<file path="src/rtl/mem_port_arbiter_pkg.sv">
// Shared types and defaults for the block-RAM port arbiter.
package mem_port_arbiter_pkg;

  localparam int unsigned DEF_ADDR_W = 16;
  localparam int unsigned DEF_DATA_W = 16;

  // Encoding is fixed so state values match the original controller.
  typedef enum logic [2:0] {
    IDLE     = 3'd0,
    CPU_ADDR = 3'd1,
    CPU_DATA = 3'd2,
    IO_BURST = 3'd3,
    IO_DRAIN = 3'd4
  } arb_state_e;

  typedef enum logic {
    GRANT_CPU = 1'b0,
    GRANT_IO  = 1'b1
  } grant_e;

endpackage

</file>
<file path="src/rtl/mem_port_arbiter_if.sv">
// Requester and RAM signals of the arbiter.
// The slave modport is the arbiter side; master is the CPU/IO/RAM side.
interface mem_port_arbiter_if
  import mem_port_arbiter_pkg::*;
#(
  parameter int unsigned ADDR_W = DEF_ADDR_W,
  parameter int unsigned DATA_W = DEF_DATA_W
);

  logic              cpu_req;
  logic              cpu_we;
  logic [ADDR_W-1:0] cpu_addr;
  logic [DATA_W-1:0] cpu_wdata;
  logic              cpu_ack;
  logic [DATA_W-1:0] cpu_rdata;

  logic              io_req;
  logic [ADDR_W-1:0] io_addr;
  logic              io_ack;
  logic [DATA_W-1:0] io_rdata;
  logic              io_done;

  logic [ADDR_W-1:0] mem_addr;
  logic              mem_we;
  logic [DATA_W-1:0] mem_wdata;
  logic [DATA_W-1:0] mem_rdata;

  modport slave (
    input  cpu_req, cpu_we, cpu_addr, cpu_wdata, io_req, io_addr, mem_rdata,
    output cpu_ack, cpu_rdata, io_ack, io_rdata, io_done, mem_addr, mem_we, mem_wdata
  );

  modport master (
    output cpu_req, cpu_we, cpu_addr, cpu_wdata, io_req, io_addr, mem_rdata,
    input  cpu_ack, cpu_rdata, io_ack, io_rdata, io_done, mem_addr, mem_we, mem_wdata
  );

endinterface

</file>
<file path="src/rtl/mem_port_burst_ctr.sv">
// IO burst beat counter with base+beat address generation.
// Address wraps modulo 2^ADDR_W past the top of memory.
module mem_port_burst_ctr #(
  parameter int unsigned ADDR_W    = 16,
  parameter int unsigned BURST_LEN = 4
) (
  input  logic              clk_i,
  input  logic              rst_i,
  input  logic              load_i,
  input  logic              advance_i,
  input  logic [ADDR_W-1:0] base_i,
  output logic [ADDR_W-1:0] addr_o,
  output logic              first_o,
  output logic              last_o
);

  localparam int unsigned BEAT_W = $clog2(BURST_LEN);

  logic [BEAT_W-1:0] beat_q, beat_d;
  logic [ADDR_W-1:0] base_q, base_d;

  // Start a new burst at beat 0 or step to the next beat.
  always_comb begin
    beat_d = beat_q;
    base_d = base_q;
    if (load_i) begin
      beat_d = '0;
      base_d = base_i;
    end else if (advance_i) begin
      beat_d = beat_q + BEAT_W'(1);
    end
  end

  // Counter and base registers.
  always_ff @(posedge clk_i) begin
    if (rst_i) begin
      beat_q <= '0;
      base_q <= '0;
    end else begin
      beat_q <= beat_d;
      base_q <= base_d;
    end
  end

  assign addr_o  = base_q + ADDR_W'(beat_q);
  assign first_o = (beat_q == '0);
  assign last_o  = (beat_q == BEAT_W'(BURST_LEN - 1));

endmodule

</file>
<file path="src/rtl/mem_port_arbiter.sv">
// Single-port block-RAM arbiter between the CPU load/store path and the
// IO refresh burst reader. Requests are only sampled in IDLE; no preemption.
// Optional macro MEM_PORT_ARBITER_ROUND_ROBIN_EN: ties alternate between
// requesters instead of always going to the CPU.
module mem_port_arbiter
  import mem_port_arbiter_pkg::*;
#(
  parameter int unsigned ADDR_W    = DEF_ADDR_W,
  parameter int unsigned DATA_W    = DEF_DATA_W,
  parameter int unsigned BURST_LEN = 4
) (
  input  logic                clock,
  input  logic                reset,
  mem_port_arbiter_if.slave   bus
);

  arb_state_e state_q, state_d;

  logic              grant_cpu;
  logic              grant_io;
  logic              cpu_wins_tie;

  logic              cpu_we_q,    cpu_we_d;
  logic [ADDR_W-1:0] cpu_addr_q,  cpu_addr_d;
  logic [DATA_W-1:0] cpu_wdata_q, cpu_wdata_d;

  logic [ADDR_W-1:0] burst_addr;
  logic              burst_first;
  logic              burst_last;
  logic              burst_advance;

`ifdef MEM_PORT_ARBITER_ROUND_ROBIN_EN
  grant_e last_grant_q, last_grant_d;

  // Remember who was granted last so the other side wins the next tie.
  always_comb begin
    last_grant_d = last_grant_q;
    if (grant_cpu) begin
      last_grant_d = GRANT_CPU;
    end else if (grant_io) begin
      last_grant_d = GRANT_IO;
    end
  end

  // Last-grant register; resets to IO so the CPU takes the first tie.
  always_ff @(posedge clock) begin
    if (reset) begin
      last_grant_q <= GRANT_IO;
    end else begin
      last_grant_q <= last_grant_d;
    end
  end

  assign cpu_wins_tie = (last_grant_q == GRANT_IO);
`else
  assign cpu_wins_tie = 1'b1;
`endif

  // State register.
  always_ff @(posedge clock) begin
    if (reset) begin
      state_q <= IDLE;
    end else begin
      state_q <= state_d;
    end
  end

  // Arbitration in IDLE and next-state sequencing.
  always_comb begin
    state_d       = state_q;
    grant_cpu     = 1'b0;
    grant_io      = 1'b0;
    burst_advance = 1'b0;
    case (state_q)
      IDLE: begin
        grant_cpu = bus.cpu_req && (!bus.io_req || cpu_wins_tie);
        grant_io  = bus.io_req && !grant_cpu;
        if (grant_cpu) begin
          state_d = CPU_ADDR;
        end else if (grant_io) begin
          state_d = IO_BURST;
        end
      end
      CPU_ADDR: state_d = CPU_DATA;
      CPU_DATA: state_d = IDLE;
      IO_BURST: begin
        if (burst_last) begin
          state_d = IO_DRAIN;
        end else begin
          burst_advance = 1'b1;
        end
      end
      IO_DRAIN: state_d = IDLE;
      default:  state_d = IDLE;
    endcase
  end

  // Capture the CPU request at grant time.
  always_comb begin
    cpu_we_d    = cpu_we_q;
    cpu_addr_d  = cpu_addr_q;
    cpu_wdata_d = cpu_wdata_q;
    if (grant_cpu) begin
      cpu_we_d    = bus.cpu_we;
      cpu_addr_d  = bus.cpu_addr;
      cpu_wdata_d = bus.cpu_wdata;
    end
  end

  // Latched CPU request registers.
  always_ff @(posedge clock) begin
    if (reset) begin
      cpu_we_q    <= 1'b0;
      cpu_addr_q  <= '0;
      cpu_wdata_q <= '0;
    end else begin
      cpu_we_q    <= cpu_we_d;
      cpu_addr_q  <= cpu_addr_d;
      cpu_wdata_q <= cpu_wdata_d;
    end
  end

  mem_port_burst_ctr #(
    .ADDR_W    (ADDR_W),
    .BURST_LEN (BURST_LEN)
  ) u_burst_ctr (
    .clk_i     (clock),
    .rst_i     (reset),
    .load_i    (grant_io),
    .advance_i (burst_advance),
    .base_i    (bus.io_addr),
    .addr_o    (burst_addr),
    .first_o   (burst_first),
    .last_o    (burst_last)
  );

  // Drive RAM controls and requester returns from the current state.
  always_comb begin
    bus.cpu_ack   = 1'b0;
    bus.cpu_rdata = '0;
    bus.io_ack    = 1'b0;
    bus.io_rdata  = '0;
    bus.io_done   = 1'b0;
    bus.mem_addr  = '0;
    bus.mem_we    = 1'b0;
    bus.mem_wdata = '0;
    case (state_q)
      CPU_ADDR: begin
        bus.mem_addr  = cpu_addr_q;
        bus.mem_we    = cpu_we_q;
        bus.mem_wdata = cpu_wdata_q;
      end
      CPU_DATA: begin
        bus.cpu_ack   = 1'b1;
        bus.cpu_rdata = bus.mem_rdata;
      end
      IO_BURST: begin
        bus.mem_addr = burst_addr;
        // Beat 0 only issues an address; its word returns on the next beat.
        if (!burst_first) begin
          bus.io_ack   = 1'b1;
          bus.io_rdata = bus.mem_rdata;
        end
      end
      IO_DRAIN: begin
        bus.io_ack   = 1'b1;
        bus.io_done  = 1'b1;
        bus.io_rdata = bus.mem_rdata;
      end
      default: ;
    endcase
  end

endmodule

</file>
<file path="src/flat_wrapper.sv">
// flat-port wrapper written by rule: the top's interface ports become plain ports
module mem_port_arbiter_flat import mem_port_arbiter_pkg::*;
#(
  parameter int unsigned ADDR_W    = DEF_ADDR_W,
  parameter int unsigned DATA_W    = DEF_DATA_W,
  parameter int unsigned BURST_LEN = 4
)
  (clock, reset, bus_cpu_req, bus_cpu_we, bus_cpu_addr, bus_cpu_wdata, bus_io_req, bus_io_addr, bus_mem_rdata, bus_cpu_ack, bus_cpu_rdata, bus_io_ack, bus_io_rdata, bus_io_done, bus_mem_addr, bus_mem_we, bus_mem_wdata);
  mem_port_arbiter_if #(.ADDR_W(ADDR_W), .DATA_W(DATA_W)) bus_i ();
  input  logic clock;
  input  logic reset;
  input wire logic [$bits(bus_i.cpu_req)-1:0] bus_cpu_req;
  input wire logic [$bits(bus_i.cpu_we)-1:0] bus_cpu_we;
  input wire logic [$bits(bus_i.cpu_addr)-1:0] bus_cpu_addr;
  input wire logic [$bits(bus_i.cpu_wdata)-1:0] bus_cpu_wdata;
  input wire logic [$bits(bus_i.io_req)-1:0] bus_io_req;
  input wire logic [$bits(bus_i.io_addr)-1:0] bus_io_addr;
  input wire logic [$bits(bus_i.mem_rdata)-1:0] bus_mem_rdata;
  output wire logic [$bits(bus_i.cpu_ack)-1:0] bus_cpu_ack;
  output wire logic [$bits(bus_i.cpu_rdata)-1:0] bus_cpu_rdata;
  output wire logic [$bits(bus_i.io_ack)-1:0] bus_io_ack;
  output wire logic [$bits(bus_i.io_rdata)-1:0] bus_io_rdata;
  output wire logic [$bits(bus_i.io_done)-1:0] bus_io_done;
  output wire logic [$bits(bus_i.mem_addr)-1:0] bus_mem_addr;
  output wire logic [$bits(bus_i.mem_we)-1:0] bus_mem_we;
  output wire logic [$bits(bus_i.mem_wdata)-1:0] bus_mem_wdata;
  assign bus_i.cpu_req = bus_cpu_req;
  assign bus_i.cpu_we = bus_cpu_we;
  assign bus_i.cpu_addr = bus_cpu_addr;
  assign bus_i.cpu_wdata = bus_cpu_wdata;
  assign bus_i.io_req = bus_io_req;
  assign bus_i.io_addr = bus_io_addr;
  assign bus_i.mem_rdata = bus_mem_rdata;
  assign bus_cpu_ack = bus_i.cpu_ack;
  assign bus_cpu_rdata = bus_i.cpu_rdata;
  assign bus_io_ack = bus_i.io_ack;
  assign bus_io_rdata = bus_i.io_rdata;
  assign bus_io_done = bus_i.io_done;
  assign bus_mem_addr = bus_i.mem_addr;
  assign bus_mem_we = bus_i.mem_we;
  assign bus_mem_wdata = bus_i.mem_wdata;
  mem_port_arbiter #(.ADDR_W(ADDR_W), .DATA_W(DATA_W), .BURST_LEN(BURST_LEN)) u_core (.clock(clock), .reset(reset), .bus(bus_i));
endmodule
</file>
<file path="config.mk">
export PLATFORM = sky130hd
export DESIGN_NAME = mem_port_arbiter_flat
export DESIGN_NICKNAME = d
export VERILOG_FILES = /design/src/rtl/mem_port_arbiter_pkg.sv /design/src/rtl/mem_port_arbiter_if.sv /design/src/rtl/mem_port_burst_ctr.sv /design/src/rtl/mem_port_arbiter.sv /design/src/flat_wrapper.sv
export SDC_FILE = /design/constraint.sdc
export NUM_CORES = 1
export LEC_CHECK = 0
export BUFFER_PORTS_ARGS = -buffer_cell sky130_fd_sc_hd__buf_2
export CAP_MARGIN = 25
export CORE_ASPECT_RATIO = 2
export CORE_MARGIN = 5
export CORE_UTILIZATION = 46
export CTS_CLUSTER_SIZE = 12
export DETAILED_ROUTE_END_ITERATION = 10
export GPL_ROUTABILITY_DRIVEN = 0
export PLACE_DENSITY = 0.8
export SKIP_CTS_REPAIR_TIMING = 1
export SLEW_MARGIN = 20
export SYNTH_ARGS = -nofsm -noshare
export SYNTH_HDL_FRONTEND = slang
export SYNTH_SLANG_ARGS = --single-unit
</file>
<file path="constraint.sdc">
create_clock -name clock -period 1.9 [get_ports clock]
set_input_delay 0 -clock clock [delete_from_list [all_inputs] [get_ports clock]]
set_output_delay 0 -clock clock [all_outputs]
set_load 0.02 [all_outputs]
</file>
==> results.ini, run 1 <==
[synth]
yosys_warnings=0
async_flop_share_pct=0
yosys-top-cells-area=dfxtp_1, nand2_1, a21oi_1
synth_edf_count=0
yosys.cell_types.count=34
synthCells=383
ys.flop_type=dfxtp_1
synth_largest_area_cell=dfxtp_1
synth_nets=457
synthDominantCellAreaShare_pct=38.1
ys_seq_elements=54
syn_area_per_cell_um2=7.40
ys_seq_area_share_pct=38.1
syn-cell-area_mm2=0.00283

[setup_path]
crit_required_ps=1900
r2r_end=u_core.cpu_wdata_q[6]$_SDFFE_PP0P_
start_kind=flip-flop
criticalPathCategory=reg2out
crit_fanout=6
r2r_start=u_core.state_q[1]$_SDFFE_PP0P_
critical_path.cell_chain=ha_4, inv_2, fa_2, nor2b_2, buf_6, buf_4, nand3_4, xor2_2, a211oi_2, buf_4
critical_path_arrival_ps=2150
reg2reg_slack_ps=280
crit_top_cell=buf_4
critPathCaptureType=output pin
rr_worst_depth=6
critPathSlowestCell=fa_2
critPathBufInv=4
cp_top_family=adder cells
max_stage_delay_ps=360

[flow_run]
cap_viol_max_count=0

[route]
drtIter0Drc=101
vias=3267
dr.pass1.iters=4
routed_wl_um=9320
wl_per_cell_um=14.8
vias_per_cell=5.19
drc=0
postRouteAntennaNets=0

[finish]
drive_gt1_share_pct=34.2
nFillCells=439
final_common_cell=buf_2
n_antenna_cell=0
stdcell_count=630
fin_area_mm2=0.00439
area_growth_pct=54.9
nNetsFinal=640
layout_common_cells=buf_2, nand2_1, a21oi_1

[timing]
fin_skew_ps=4.36
whs_ps=-42.7
setup_viol=9
fmaxAchievable_mhz=465
rsz0062_at_grt=true
slew_viol_final=0
setup_slack_ps=-250
setup_tns_ps=-1550
hold_violations=2
period_share_pct=113
min_period_ps=2150
worst_pin_slew_ps=572
relSlewSlack_pct=61.9

[floorplan]
dieArea_mm2=0.00793
die_h_um=121
num_io_pins=137
initial_utilization_pct=47.2
coreArea_mm2=0.00601
die_x_um=65.5
rows=40

[clock_tree]
clk_pin_slew_ps=70
htree_levels=2
cts.path.max_buffers=2
cts_tree=built
worstSkewPairLatency_ps=300
cts-root-buf=clkbuf_16
cts_made_buffers=5
cts.sinks=54

[grt]
grtUsageTotal_pct=21.2
overflow=0
grt_max_degree=34
grt_pass1_wl_um=13400
grt_pass1_vias=2928
antenna_found_initial=0

[placed_design]
placed_cells=573
portBuffers=136
place_area_mm2=0.00363
dp_hpwl_um=6430

[worst_hold_path]
holdPathStages=3
hold_start=bus_io_addr[7]
hp-class=in2reg
hold_end=u_core.u_burst_ctr.base_q[7]$_SDFFE_PP0P_

[power]
vdd_drop_max_v=0.000657
power_leakage_nw=2.00
p_per_area_mw_per_mm2=663
p_total_mw=2.91

[outcome]
status=complete, but fails checks
violations=hold timing, setup timing

[logic make-up (layout without fill, tap and decap cells)]
| group | count (synthesis) | in the layout | share of synthesized area, % |
|---|---|---|---|
| AO/OA/AOI/OAI | 69 | 69 | 13.9 |
| XOR/XNOR | 14 | 14 | 4.33 |
| adder cells (fa/ha/maj) | 5 | 5 | 2.47 |
| buffers and inverters | 32 | 216 | 5.17 |
| flip-flops | 54 | 54 | 38.1 |
| multiplexers | 3 | 3 | 1.06 |
| AND/OR/NAND/NOR | 206 | 206 | 35.0 |
[stage by stage]
step           utilization, %  hold slack, ps  worst slack, ps
2_1_floorplan               -             136             28.7
3_3_place_gp             60.5             241             57.5
3_5_place_dp             60.5             248            -6.69
4_1_cts                  62.9           -68.3             -338
5_1_grt                  73.1          -0.718             -351
6_report                 73.1           -42.7             -250
[worst max path at each step]
stage                                                         start  depth (start not counted)               end
after detailed placement  u_core.u_burst_ctr.beat_q[0]$_SDFFE_PP0P_                          9  bus_mem_addr[10]
after global routing      u_core.u_burst_ctr.beat_q[0]$_SDFFE_PP0P_                          9  bus_mem_addr[10]
after CTS                 u_core.u_burst_ctr.beat_q[0]$_SDFFE_PP0P_                          9  bus_mem_addr[10]
after floorplan           u_core.u_burst_ctr.beat_q[0]$_SDFFE_PP0P_                          7   bus_mem_addr[6]
after global placement    u_core.u_burst_ctr.beat_q[0]$_SDFFE_PP0P_                          9  bus_mem_addr[10]
final                     u_core.u_burst_ctr.beat_q[0]$_SDFFE_PP0P_                         10   bus_mem_addr[8]
[synthesized netlist by cell type, types with 2 or more instances]
library cell,number
nand2b_1,2
a211oi_1,14
mux2i_1,3
nand4_1,7
nor2b_1,17
nand2_1,104
clkbuf_1,15
nor2_1,25
buf_1,3
inv_1,5
buf_6,2
and3_1,2
xor2_1,12
dfxtp_1,54
ha_1,4
buf_2,6
xnor2_1,2
nor3_1,3
and2_1,37
a21oi_1,51
nand3_1,2
[layer usage]
metal	vias up	routed length, um	track usage (%)
li1	1614	-	-
met1	1466	3140	21.5
met2	152	5030	40.1
met3	35	731	4.45
met4	0	423	9.48
met5	-	0	0
[flip-flops by register name, indices dropped and copies added (netlist names)]
register	cells
u_core.cpu_we_q	1
u_core.state_q	3
u_core.cpu_addr_q	16
u_core.u_burst_ctr.base_q	16
u_core.u_burst_ctr.beat_q	2
u_core.cpu_wdata_q	16
[final cells by class]
type / count / area (um2) / area share (%)
inverters: 5 / 18.8 / 0.427
repair buffers: 203 / 1340 / 30.4
multi-input cells: 297 / 1720 / 39.2
well taps: 63 / 78.8 / 1.80
clock inverters: 2 / 17.5 / 0.399
clock buffers: 6 / 129 / 2.94
flip-flops and latches: 54 / 1090 / 24.8
[power by group]
group / switching (mW) / internal [mW]
registers: 0.0561 / 1.21
logic: 0.404 / 0.311
clock network: 0.431 / 0.497
total: 0.891 / 2.02
[worst reg2reg max path, stage by stage, from the launching register on]
cell and delay [ps]:
dfxtp_1 360, buf_4 220, nor3_1 200, and2_1 170, buf_4 320, nand2_1 110, a21oi_1 170
(Power assumes the default switching activity.)
==> inputs of run 2 (changes only) <==
==> constraint.sdc (replaced) <==
create_clock -name clock -period 1.9 [get_ports clock]
set_input_delay 0 -clock clock [delete_from_list [all_inputs] [get_ports clock]]
set_output_delay 0 -clock clock [all_outputs]
set_load 0.05 [all_outputs]
==> run 2 against run 1 <==
Net effect:
- the run ends with setup timing left
- fmax shrank 1.8%
- final cell count is the same
- combinational power grew 24%
- register-to-register slack gained 50 ps
- routed wire length grew 1.9%
- highest routed layer unchanged
- clock skew grew 2.2 ps
- cell area grew 4.7%
- die area is the same
==> results.ini, run 2 (same netlist as run 1, synthesis figures left out) <==
[route]
drc=0  ; unchanged
dr.pass1.iters=4  ; unchanged
postRouteAntennaNets=0  ; unchanged
vias=3231  ; was 3267
routed_wl_um=9500  ; was 9320 um
drtIter0Drc=148  ; was 101
wl_per_cell_um=15.1  ; was 14.8 um
vias_per_cell=5.13  ; was 5.19

[setup_path]
criticalPathCategory=reg2out  ; unchanged
start_kind=flip-flop  ; unchanged
crit_fanout=6  ; unchanged
critical_path_arrival_ps=2190  ; was 2150 ps
crit_required_ps=1900  ; about the same
critPathCaptureType=output pin  ; unchanged

[grt]
antenna_found_initial=0  ; unchanged
grt_pass1_vias=2869  ; was 2928
grtUsageTotal_pct=20.7  ; was 21.2%
grt_pass1_wl_um=13000  ; was 13400 um
overflow=0  ; unchanged
grt_max_degree=34  ; unchanged

[clock_tree]
cts.path.max_buffers=2  ; unchanged
cts.sinks=54  ; unchanged
cts_tree=built  ; unchanged
worstSkewPairLatency_ps=290  ; was 300 ps
cts-root-buf=clkbuf_16  ; unchanged
htree_levels=2  ; unchanged
cts_made_buffers=5  ; unchanged
clk_pin_slew_ps=70  ; about the same

[finish]
area_growth_pct=62.2  ; was 54.9%
final_common_cell=buf_2  ; unchanged
fin_util_pct=76.5  ; was 73.1%
layout_common_cells=buf_2, nand2_1, a21oi_1  ; unchanged
nNetsFinal=640  ; unchanged
multi_input_area_mm2=0.00180  ; was 0.00172 mm2
regArea_mm2=0.00109  ; about the same
largest_registers=u_core.cpu_addr_q: 16 flops, u_core.cpu_wdata_q: 16 flops, u_core.u_burst_ctr.base_q: 16 flops  ; unchanged
drive_gt1_share_pct=36.3  ; was 34.2%
nFillCells=412  ; was 439
n_antenna_cell=0  ; unchanged
fin_area_mm2=0.00460  ; was 0.00439 mm2

[floorplan]
initial_utilization_pct=47.2  ; unchanged
dieArea_mm2=0.00793  ; unchanged
rows=40  ; unchanged
die_x_um=65.5  ; unchanged
die_h_um=121  ; unchanged
coreArea_mm2=0.00601  ; unchanged
num_io_pins=137  ; unchanged

[power]
vdd_drop_max_v=0.000807  ; was 0.000657 V
p_total_mw=3.35  ; was 2.91 mW
p_per_area_mw_per_mm2=729  ; was 663 mW/mm2
power_leakage_nw=2.08  ; was 2.00 nW

[timing]
min_period_ps=2190  ; was 2150 ps
worst_pin_slew_ps=538  ; was 572 ps
rsz0062_at_grt=true  ; unchanged
setup_slack_ps=-291  ; was -250 ps
hold_violations=0  ; was 2
setup_tns_ps=-2140  ; was -1550 ps
relSlewSlack_pct=64.1  ; was 61.9%
fmaxAchievable_mhz=456  ; was 465 MHz
fin_skew_ps=6.57  ; was 4.36 ps
setup_viol=10  ; was 9
slew_viol_final=0  ; unchanged
period_share_pct=115  ; was 113%

[worst_hold_path]
hp-class=in2reg  ; unchanged

[flow_run]
cap_viol_max_count=0  ; unchanged

[outcome]
status=complete, but fails checks  ; unchanged
violations=setup timing  ; was hold timing, setup timing

[placed_design]
portBuffers=136  ; unchanged
place_area_mm2=0.00380  ; was 0.00363 mm2
dp_hpwl_um=6240  ; was 6430 um

run 2: changes by cell type in the layout (fill, tap and decap cells not counted), moves of 4 or more:
cell,delta
a211oi_1,+5
a211oi_2,-10
buf_4,-8
nor2b_4,+6
buf_6,+7
nor2b_1,-16
buf_2,-4
a211oi_4,+5
nor2b_2,+10
run 2: critical path, cell delays in order, from the launching register on:
cell and delay [ps]:
dfxtp_2 360, ha_4 150, inv_2 40, fa_2 360, nor2b_4 200, nand4_1 170, xor2_2 190, a211oi_4 230
buf_6 190
run 2: final cells by class:
type                            count  area share (%)
Tap cell                           63            1.71
Clock buffer                        6            3.02
Clock inverter                      2            1.31
Inverter                            5           0.408
Timing Repair Buffer              203            30.7
Sequential cell                    54            23.7
Multi-Input combinational cell    297            39.1
run 2: final timing paths:
| path | from | endpoint | slack [ps] | cells past startpoint |
|---|---|---|---|---|
| min reg2reg | u_core.cpu_wdata_q[9]$_SDFFE_PP0P_ | u_core.cpu_wdata_q[9]$_SDFFE_PP0P_ | 450 | 2 |
| min | bus_io_addr[1] | u_core.u_burst_ctr.base_q[1]$_SDFFE_PP0P_ | 0.08 | 3 |
| max | u_core.u_burst_ctr.beat_q[0]$_SDFFE_PP0P_ | bus_mem_addr[14] | -290 | 8 |
| max reg2reg | u_core.state_q[2]$_SDFFE_PP0P_ | u_core.u_burst_ctr.base_q[1]$_SDFFE_PP0P_ | 330 | 4 |
run 2: power breakdown:
| part | total (mW) | leakage (nW) | internal, mW | switching (mW) |
|---|---|---|---|---|
| logic | 0.890 | 1.54 | 0.343 | 0.548 |
| clock network | 1.18 | 0.0971 | 0.790 | 0.393 |
| registers | 1.28 | 0.444 | 1.21 | 0.0637 |
run 2: per-layer routing:
layer	vias up	wire, um	track usage, %	part of all wire (%)
li1	1612	-	-	-
met1	1465	3290	22.3	35
met2	125	5270	38.3	56
met3	29	605	3.71	6.4
met4	0	323	8.83	3.4
met5	-	0	0	0
run 2: through the flow:
stage / hold WS, ps / instances / setup WS (ps)
final: 0.0779 / 630 / -291
after floorplan: 136 / 383 / -346
after CTS: -65.6 / 582 / -371
after detailed placement: 246 / 574 / -43.4
after global placement: 240 / 574 / -29.6
after global routing: 6.07 / 630 / -372
==> inputs of run 3 (changes only) <==
--- a/config.mk
+++ b/config.mk
@@ -13,7 +13,7 @@
 export CTS_CLUSTER_SIZE = 12
 export DETAILED_ROUTE_END_ITERATION = 10
 export GPL_ROUTABILITY_DRIVEN = 0
-export PLACE_DENSITY = 0.8
+export PLACE_DENSITY = 0.9
 export SKIP_CTS_REPAIR_TIMING = 1
 export SLEW_MARGIN = 20
 export SYNTH_ARGS = -nofsm -noshare
==> run 3 against run 2 <==
Net effect:
- die area unchanged
- routed wire length increased by 4.1%
- fmax increased by 0.33%
- worst hold slack got worse by 40 ps
- clock-buffer cell count unchanged
- the flow finishes with violations (hold timing, setup timing)
- register-to-register slack got worse by 100 ps
- first-iteration DRC count increased by 37%
- sequential share of layout area increased by 0.19 points
- highest routed layer unchanged
- non-clock buffer count decreased by 3
- setup slack improved by 7.3 ps
==> results.ini, run 3 (same netlist as run 1, synthesis figures left out) <==
[power]
switching_share_pct=31.9  ; was 30.0%
power_leakage_nw=2.05  ; was 2.08 nW
p_switching_mw=1.01  ; was 1.00 mW
vdd_drop_max_v=0.000569  ; was 0.000807 V
p_total_mw=3.19  ; was 3.35 mW
pwr-share-clk_pct=31.8  ; was 35.3%
power_frac_seq_pct=40.0  ; was 38.1%
p_per_area_mw_per_mm2=699  ; was 729 mW/mm2
p_int_mw=2.17  ; was 2.34 mW
comb_power_share_pct=28.2  ; was 26.6%

[grt]
grt_max_degree=36  ; was 34
grt_pass1_vias=2803  ; was 2869
grt_pass1_wl_um=13000  ; about the same
antenna_found_initial=0  ; unchanged
overflow=0  ; unchanged
grtUsageTotal_pct=20.7  ; about the same

[timing]
period_share_pct=115  ; about the same
worst_pin_slew_ps=624  ; was 538 ps
setup_viol=10  ; unchanged
whs_ps=-39.7  ; was 0.0779 ps
rsz0062_at_grt=true  ; unchanged
fmaxAchievable_mhz=458  ; was 456 MHz
fin_skew_ps=4.11  ; was 6.57 ps
setup_tns_ps=-1830  ; was -2140 ps
min_period_ps=2180  ; was 2190 ps
relSlewSlack_pct=58.4  ; was 64.1%
setup_slack_ps=-284  ; was -291 ps
hold_violations=1  ; was 0
slew_viol_final=0  ; unchanged

[floorplan]
dieArea_mm2=0.00793  ; unchanged
initial_utilization_pct=47.2  ; unchanged
num_io_pins=137  ; unchanged
rows=40  ; unchanged
die_h_um=121  ; unchanged
coreArea_mm2=0.00601  ; unchanged
die_x_um=65.5  ; unchanged

[setup_path]
r2r_start=u_core.state_q[2]$_SDFFE_PP0P_  ; unchanged
r2r_end=u_core.u_burst_ctr.base_q[1]$_SDFFE_PP0P_  ; unchanged
crit_fanout=6  ; unchanged
critPathCaptureType=output pin  ; unchanged
start_kind=flip-flop  ; unchanged
rr_worst_depth=4  ; unchanged
critical_path_arrival_ps=2180  ; was 2190 ps
criticalPathCategory=reg2out  ; unchanged
reg2reg_slack_ps=230  ; was 330 ps
cp-startpoint=u_core.u_burst_ctr.beat_q[1]$_SDFFE_PP0P_  ; was u_core.u_burst_ctr.beat_q[0]$_SDFFE_PP0P_
crit_required_ps=1900  ; about the same

[placed_design]
placed_cells=570  ; was 574
pre_cts_slack_ps=-84.2  ; was -43.4 ps
portBuffers=136  ; unchanged
place_area_mm2=0.00377  ; was 0.00380 mm2
dp_hpwl_um=6620  ; was 6240 um

[route]
vias=3267  ; was 3231
vias_per_cell=5.21  ; was 5.13
routed_wl_um=9890  ; was 9500 um
drtIter0Drc=203  ; was 148
postRouteAntennaNets=0  ; unchanged
drc=0  ; unchanged
dr.pass1.iters=6  ; was 4
wl_per_cell_um=15.8  ; was 15.1 um

[finish]
n_antenna_cell=0  ; unchanged
nNetsFinal=637  ; was 640
final_common_cell=buf_2  ; unchanged
layout_common_cells=buf_2, nand2_1, a21oi_1  ; unchanged
fin_util_pct=75.9  ; was 76.5%
stdcell_count=627  ; was 630
fin_area_mm2=0.00456  ; was 0.00460 mm2
drive_gt1_share_pct=36.2  ; was 36.3%
area_growth_pct=60.9  ; was 62.2%
largest_registers=u_core.cpu_addr_q: 16 flops, u_core.cpu_wdata_q: 16 flops, u_core.u_burst_ctr.base_q: 16 flops  ; unchanged

[clock_tree]
cts.path.max_buffers=2  ; unchanged
cts_tree=built  ; unchanged
cts.sinks=54  ; unchanged
worstSkewPairLatency_ps=290  ; about the same
cts-root-buf=clkbuf_16  ; unchanged
htree_levels=2  ; unchanged
cts_made_buffers=5  ; unchanged
clk_pin_slew_ps=60  ; was 70 ps

[worst_hold_path]
hold_start=bus_cpu_addr[1]  ; was bus_io_addr[1]
holdPathStages=3  ; unchanged
hold_end=u_core.cpu_addr_q[1]$_SDFFE_PP0P_  ; was u_core.u_burst_ctr.base_q[1]$_SDFFE_PP0P_
hp-class=in2reg  ; unchanged

[outcome]
violations=hold timing, setup timing  ; was setup timing
status=complete, but fails checks  ; unchanged

[flow_run]
cap_viol_max_count=0  ; unchanged

==> run 3: cell types whose count changed in the layout (fill, tap and decap cells not counted), sizes merged <==
cell / before / now
buf: 154 / 152
bufinv: 2 / 1
clkbuf: 7 / 6
clkinvlp: 0 / 1
==> run 3: per-layer routing <==
| layer | global-route usage, % | part of all wire [%] |
|---|---|---|
| met1 | 23.1 | 38 |
| met2 | 38.2 | 55 |
| met3 | 3.34 | 4.6 |
| met4 | 7.27 | 2.1 |
| met5 | 0 | 0 |
==> run 3: worst max-delay path by stage <==
stage	endpoint	slack (ps)	cells past startpoint
final	bus_mem_addr[6]	-280	7
after global routing	bus_mem_addr[6]	-370	7
after CTS	bus_mem_addr[10]	-410	8
after detailed placement	bus_mem_addr[10]	-80	8
after global placement	bus_mem_addr[10]	-10	8
after floorplan	bus_mem_addr[5]	-350	5
==> run 3: final cells by class <==
cell class / instances / area (um2)
Inverter: 5 / 18.8
Tap cell: 63 / 78.8
Multi-Input combinational cell: 297 / 1810
Sequential cell: 54 / 1090
Timing Repair Buffer: 200 / 1390
Fill cell: 390 / 1450
Clock buffer: 6 / 129
Clock inverter: 2 / 37.5
==> run 3: power by group through the flow <==
stage                     clock network (mW)  registers, mW  logic [mW]
after CTS                               1.04           1.27       0.776
after detailed placement                   0           1.29       0.775
after global routing                    1.09           1.28       0.965
final                                   1.01           1.27       0.897
after floorplan                            0           1.27       0.560
after global placement                     0           1.29       0.758
==> run 3: critical path: stages (launching register included) <==
cell	delay [ps]
dfxtp_1	370
inv_1	100
fa_2	420
nor2b_4	210
nand4_1	130
xor2_1	190
a211oi_4	280
buf_6	190
